`src/rtl/delay_line_ctrl_pkg.sv`:
```
// Shared DSP definitions: default datapath widths and the delay-line FSM encoding.
package delay_line_ctrl_pkg;

  localparam int unsigned DSP_DATA_WIDTH = 16;
  localparam int unsigned DSP_ADDR_WIDTH = 13;

  typedef logic [2:0] dl_state_t;

  localparam dl_state_t IDLE     = 3'd0;
  localparam dl_state_t RD_ISSUE = 3'd1;
  localparam dl_state_t RD_WAIT  = 3'd2;
  localparam dl_state_t WR_ISSUE = 3'd3;
  localparam dl_state_t WR_HOLD  = 3'd4;
  localparam dl_state_t OUT      = 3'd5;

endpackage

```
`src/rtl/delay_line_ctrl_addr_gen.sv`:
```
// Wrapped read-address generator for the circular delay buffer. Works for any
// line length, not only powers of two.
module delay_addr_gen #(
  parameter int unsigned addr_width = 13,
  parameter int unsigned base_addr  = 0,
  parameter int unsigned line_len   = 4096
) (
  input  logic [addr_width-1:0] wp,
  input  logic [addr_width-1:0] delay,
  output logic [addr_width-1:0] rd_addr
);

  // One extra bit so wp + line_len cannot overflow when line_len == 2^addr_width.
  localparam logic [addr_width:0]   len_ext = (addr_width+1)'(line_len);
  localparam logic [addr_width-1:0] base_w  = addr_width'(base_addr);

  logic [addr_width:0] wp_ext;
  logic [addr_width:0] d_ext;
  logic [addr_width:0] offset;

  // Offset = (wp - delay) mod line_len, borrowing one line length on underflow.
  always_comb begin
    wp_ext = {1'b0, wp};
    d_ext  = {1'b0, delay};
    if (wp_ext >= d_ext) begin
      offset = wp_ext - d_ext;
    end else begin
      offset = wp_ext + len_ext - d_ext;
    end
    rd_addr = base_w + offset[addr_width-1:0];
  end

endmodule

```
`src/rtl/delay_line_ctrl.sv`:
```
// Sample delay line backed by an external single-word SRAM. Each accepted sample
// reads the word written `delay` samples ago, writes the new sample at the write
// pointer, then strobes the delayed sample out.
module delay_line_ctrl
  import delay_line_ctrl_pkg::*;
#(
  parameter int unsigned data_width = DSP_DATA_WIDTH,
  parameter int unsigned addr_width = DSP_ADDR_WIDTH,
  parameter int unsigned base_addr  = 0,
  parameter int unsigned line_len   = 4096
) (
  input  logic                  clk,
  input  logic                  reset,
  input  logic [data_width-1:0] in_sample,
  input  logic                  in_valid,
  output logic                  in_ready,
  input  logic [addr_width-1:0] delay,
  input  logic                  clear,
  output logic [data_width-1:0] out_sample,
  output logic                  out_valid,
  output logic                  error,
  input  logic                  error_clr,
  output logic                  mem_read,
  output logic                  mem_write,
  output logic [addr_width-1:0] mem_read_addr,
  output logic [addr_width-1:0] mem_write_addr,
  output logic [data_width-1:0] mem_data_in,
  input  logic [data_width-1:0] mem_data_out,
  input  logic                  mem_read_ready,
  input  logic                  mem_write_ready,
  input  logic                  mem_invalid_read,
  input  logic                  mem_invalid_write
);

  localparam logic [addr_width-1:0] max_delay = addr_width'(line_len - 1);
  localparam logic [addr_width-1:0] base_w    = addr_width'(base_addr);

  dl_state_t             state;
  logic [addr_width-1:0] wp;
  logic [data_width-1:0] sample_q;
  logic [addr_width-1:0] rd_addr_q;
  logic [addr_width-1:0] wr_addr_q;
  logic                  mem_read_q;
  logic [data_width-1:0] out_sample_q;
  logic                  error_q;

  logic [addr_width-1:0] delay_clamped;
  logic [addr_width-1:0] rd_addr_next;
  logic                  accept;

  // Clamp requested delay so the read never reaches past the oldest stored word.
  always_comb begin
    delay_clamped = (delay > max_delay) ? max_delay : delay;
  end

  delay_addr_gen #(
    .addr_width (addr_width),
    .base_addr  (base_addr),
    .line_len   (line_len)
  ) u_addr_gen (
    .wp      (wp),
    .delay   (delay_clamped),
    .rd_addr (rd_addr_next)
  );

  // Handshake and SRAM strobes decoded from the current state.
  always_comb begin
    in_ready       = (state == IDLE) && !clear;
    accept         = in_valid && in_ready;
    out_valid      = (state == OUT);
    mem_write      = ((state == WR_ISSUE) && mem_write_ready) || (state == WR_HOLD);
    mem_read       = mem_read_q;
    mem_read_addr  = rd_addr_q;
    mem_write_addr = wr_addr_q;
    mem_data_in    = sample_q;
    out_sample     = out_sample_q;
    error          = error_q;
  end

  // Main FSM with the latched transaction context and write pointer.
  always_ff @(posedge clk or posedge reset) begin
    if (reset) begin
      state        <= IDLE;
      wp           <= '0;
      sample_q     <= '0;
      rd_addr_q    <= '0;
      wr_addr_q    <= '0;
      mem_read_q   <= 1'b0;
      out_sample_q <= '0;
    end else begin
      mem_read_q <= 1'b0;
      case (state)
        IDLE: begin
          if (clear) begin
            wp <= '0;
          end else if (accept) begin
            sample_q  <= in_sample;
            rd_addr_q <= rd_addr_next;
            wr_addr_q <= base_w + wp;
            if (delay_clamped == '0) begin
              out_sample_q <= in_sample;
              state        <= WR_ISSUE;
            end else begin
              state <= RD_ISSUE;
            end
          end
        end
        RD_ISSUE: begin
          if (mem_read_ready) begin
            mem_read_q <= 1'b1;
            state      <= RD_WAIT;
          end
        end
        // The read strobe is registered, so data is only taken once it has retired.
        RD_WAIT: begin
          if (mem_read_ready && !mem_read_q) begin
            out_sample_q <= mem_data_out;
            state        <= WR_ISSUE;
          end
        end
        WR_ISSUE: begin
          if (mem_write_ready) begin
            state <= WR_HOLD;
          end
        end
        WR_HOLD: state <= OUT;
        OUT: begin
          wp    <= (wp == max_delay) ? '0 : wp + 1'b1;
          state <= IDLE;
        end
        default: state <= IDLE;
      endcase
    end
  end

  // Sticky fault flag; a new fault wins over a simultaneous clear.
  always_ff @(posedge clk or posedge reset) begin
    if (reset) begin
      error_q <= 1'b0;
    end else begin
      error_q <= (error_q && !error_clr) || mem_invalid_read || mem_invalid_write;
    end
  end

endmodule
```
`config.mk`:
```
export PLATFORM = sky130hd
export DESIGN_NAME = delay_line_ctrl
export DESIGN_NICKNAME = d
export VERILOG_FILES = /design/src/rtl/delay_line_ctrl_pkg.sv /design/src/rtl/delay_line_ctrl_addr_gen.sv /design/src/rtl/delay_line_ctrl.sv
export SDC_FILE = /design/constraint.sdc
export NUM_CORES = 1
export LEC_CHECK = 0
export CORE_ASPECT_RATIO = 0.7
export CORE_MARGIN = 3
export CORE_UTILIZATION = 50
export CTS_BUF_LIST = sky130_fd_sc_hd__clkbuf_8 sky130_fd_sc_hd__clkbuf_16
export CTS_CLUSTER_DIAMETER = 50
export DETAILED_ROUTE_END_ITERATION = 8
export MAX_ROUTING_LAYER = met4
export PLACE_DENSITY = 0.81
export SLEW_MARGIN = 30
export SYNTH_ARGS = -nofsm -noshare
export SYNTH_HDL_FRONTEND = slang
export SYNTH_SLANG_ARGS = --single-unit
```
`constraint.sdc`:
```
create_clock -name clk -period 3.6 [get_ports clk]
set_clock_uncertainty 0.05 [all_clocks]
set_input_delay 0.54 -clock clk [delete_from_list [all_inputs] [get_ports clk]]
set_output_delay 0.54 -clock clk [all_outputs]
set_load 0.005 [all_outputs]
```
==> summary.md <==
| Metric | Value |
|---|---|
| Max VDD drop | 434.1 µV |
| Synthesized cell area | 4659 µm² |
| Area Overhead vs Synth | 35.04% |
| Critical Path AT | 3.31 ns |
| Hold_ws | 0.4329 ns |
| H-tree Lvls | 3 |
| Synth area leaders | dfrtp_1 (41%), ha_1 (6.7%), mux2_2 (5.8%) |
| Slew Limit Fails | 0 |
| Status | completed |
| Dpl hpwl | 9472 µm |
| Global routing's busiest layer | met2 |
| Global placement routability congestion | 0.9395 |
| Pint | 2.699 mW |
| Root Buffer | clkbuf_16 |
| Leakage | 2.748 nW |
| Sequential power share | 0.356 |
| Fin. Hold Viols | 0 |
| Distinct cells, synth | 53 |
| CTS hold repair buffers | 0 |
| Post-route design area | 6292 µm² |
| Core area | 8758 µm² |
| Clock latency on the worst-skew pair | 0.34 ns |
| Seq cells post-synth | 76 |
| Die span in y | 86.77 µm |
| Met3 usage | 0.06719 |
| Fmax | 0.3175 GHz |
| Vias after detailed routing | 3911 |
| Worst path cell trace | clkdlybuf4s50_1, nor2_1, ha_1, inv_1, fa_1, and3b_1, a2111oi_4, a21oi_2, a221oi_2, xor2_1, mux2i_1, o21ai_2 |
| Critical Path RT | 3.76 ns |
| Nets | 683 |
| All-layer global routing usage | 0.2545 |
| CTS clk-pin slew, worst paths | 0.06 ns |
| RSZ-0062 raised after global routing | false |
| Number of global-route vias before repair | 4079 |
| Initial Util | 0.5320 |
| Power density cells | 650.1 nW/µm² |
| Total detailed-routing wirelength | 12160 µm |
| CTS tree | done |
| Mapped Avg Cell Area | 9.956 µm² |
| Drt first pass iters | 5 |
| Net Sw Power | 1.392 mW |
| Die Wd | 121.4 µm |
| Initial DRC Count | 222 |
| Final setup fails | 0 |
| Worst relative slew slack | 0.3679 |
| Rows | 28 |
| N_diodes | 0 |
| Hold/Removal Path Class | reg2reg |
| Most common library cells after synthesis | dfrtp_1 (76), nor2_1 (47), nand2_1 (44) |
| Worst reg-to-reg path cell count | 10 |
| Num CTS Buffers | 9 |
| Most used DFF post-synth | dfrtp_1 |
| IO Count | 117 |
| GRT overflow | 0 |
| Switching part of the total | 0.3403 |
| CP Class | in2reg |
| Critical Path Slowest Stage Cell | fa_1 |
| CTS max path bufs | 2 |
| Count leader, synth | dfrtp_1 |
| Core Util, Final | 0.7184 |
| Cell count after synthesis | 468 |
| Largest area contributor in the netlist | dfrtp_1 |
| Clk sinks | 76 |
| Fill cell count | 646 |
| Worst-margin pin slew | 0.9395 ns |
| Share of the synthesized area in the top cell type | 0.4082 |
| IO buf count | 116 |
| Period Utilization, post-route | 0.8749 |
| First-pass GRT wire length | 20270 µm |
| Avg WL per Cell | 16.99 µm |
| Crit end category | flip-flop |
| M1 GR Usage | 0.3361 |
| Pin count of the biggest net entering global routing | 77 |
| Clk pwr share | 0.205 |
| Critical Path Source Type | input port |
| Max stage delay on crit path | 0.54 ns |
| Combinational share of power | 0.440 |
| Asr flop ratio synth | 1.000 |
| Post-synth EDFFs | 0 |
| Max_cap viols | 0 |
| Drt drc | 0 |
| WHS Path Cells | 2 |
| Antenna violations before repair | 0 |
| Synth warn | 0 |
| Via-to-Cell Ratio | 5.462 |
| Crit Path Max Fanout | 4 |
| Post-DRT Antenna Nets | 0 |
| Die footprint | 10530 µm² |
| Grt met2 use | 0.3870 |
| Layout cells sized above 1 | 0.1057 |
| Tmin final | 3.150 ns |
| Sequential fraction of the synthesis area | 0.4082 |
| DP Area | 6003 µm² |
-- per-layer routing --
metal | wire [µm] | vias to the layer above
li1 | - | 1866
met1 | 5379 | 1904
met2 | 5678 | 123
met3 | 869 | 18
met4 | 236 | 0
met5 | 0 | -
-- cells in the final DEF (no fill, tap or decap), drive strengths merged, types with 2 or more instances in the layout --
master,netlist,final
clkdlybuf4s50,0,115
dfrtp,76,76
nor2,47,47
nand2,44,44
o21ai,35,35
inv,27,29
a21oi,27,27
ha,25,25
mux2i,24,24
mux2,24,24
xor2,15,15
fa,13,13
buf,9,13
clkbuf,9,11
nand3,10,10
xnor2,9,9
nand2b,7,7
o211ai,5,5
o21bai,5,5
nor2b,5,5
and3,5,5
a31oi,4,4
or2,4,4
nor4,3,3
nor3,3,3
and3b,3,3
nand4,3,3
a211oi,3,3
o31ai,3,3
a21o,2,2
o22ai,2,2
conb,1,2
and2,2,2
o41ai,2,2
clkinv,0,2
-- power groups by stage --
stage	clock [mW]	sequential, mW	combinational (mW)
floorplan	0	1.42	0.893
global placement	0	1.44	1.75
detailed placement	0	1.46	1.80
CTS	0.858	1.45	1.82
global route	0.893	1.50	1.98
finish	0.837	1.45	1.80
-- sequential cells by signal, summed over array words and instances, names as in the netlist --
register	count
state	3
mem_read_addr	13
mem_write_addr	13
out_sample	16
mem_data_in	16
mem_read	1
error	1
wp	13
-- repair_timing --
| item | 4_1_cts | 5_1_grt |
|---|---|---|
| resized for setup | 0 | 1 |
| setup buffers | 0 | 0 |
| setup endpoints to repair | 0 | 1 |
-- per-stage QoR --
step	setup WS (ns)	instances	total power, mW	setup TNS, ns
floorplan	0.4114	469	2.308	0
global placement	0.01182	700	3.190	0
detailed placement	-0.1452	700	3.264	-0.6695
CTS	0.2154	716	4.126	0
global route	0.2542	716	4.369	0
finish	0.4504	716	4.090	0
-- critical path: cells and delay by family --
family | cells | cell delay [ns]
AO/OA/AOI/OAI | 4 | 0.89
multiplexers | 1 | 0.17
AND/OR/NAND/NOR | 2 | 0.38
XOR/XNOR | 1 | 0.09
buffers and inverters | 2 | 0.51
adder cells (fa/ha/maj) | 2 | 0.74
-- final cells by class --
class | count | area (µm²) | area share
Inverter | 27 | 101.3 | 0.01611
Clock inverter | 5 | 28.78 | 0.004573
Tap cell | 120 | 150.1 | 0.02386
Multi-Input combinational cell | 348 | 2580 | 0.4100
Clock buffer | 11 | 252.7 | 0.04017
Timing Repair Buffer | 129 | 1277 | 0.2030
Sequential cell | 76 | 1902 | 0.3022
-- cells by family (layout without fill, tap and decap cells) --
logic type	after synthesis	count (layout)	share of synthesized area
other	1	2	0.0008048
XOR/XNOR	24	24	0.04511
AO/OA/AOI/OAI	96	96	0.1343
buffers and inverters	45	172	0.03974
multiplexers	48	48	0.1096
AND/OR/NAND/NOR	140	140	0.1394
adder cells (fa/ha/maj)	38	38	0.1230
flip-flops	76	76	0.4082
-- final timing paths --
path	start	endpoint	slack [ns]
hold / removal	mem_read_addr[7]$_DFFE_PP0P_	mem_read_addr[7]$_DFFE_PP0P_	0.43
setup / recovery	delay[4]	mem_read_addr[12]$_DFFE_PP0P_	0.45
max in group asynchronous	reset	mem_read_addr[2]$_DFFE_PP0P_	2.38
setup reg to reg	wp[4]$_DFFE_PP0P_	mem_read_addr[12]$_DFFE_PP0P_	0.67
min in group asynchronous	reset	error$_DFF_PP0_	0.65
hold reg to reg	mem_read_addr[7]$_DFFE_PP0P_	mem_read_addr[7]$_DFFE_PP0P_	0.43
(Power assumes the default switching activity.)
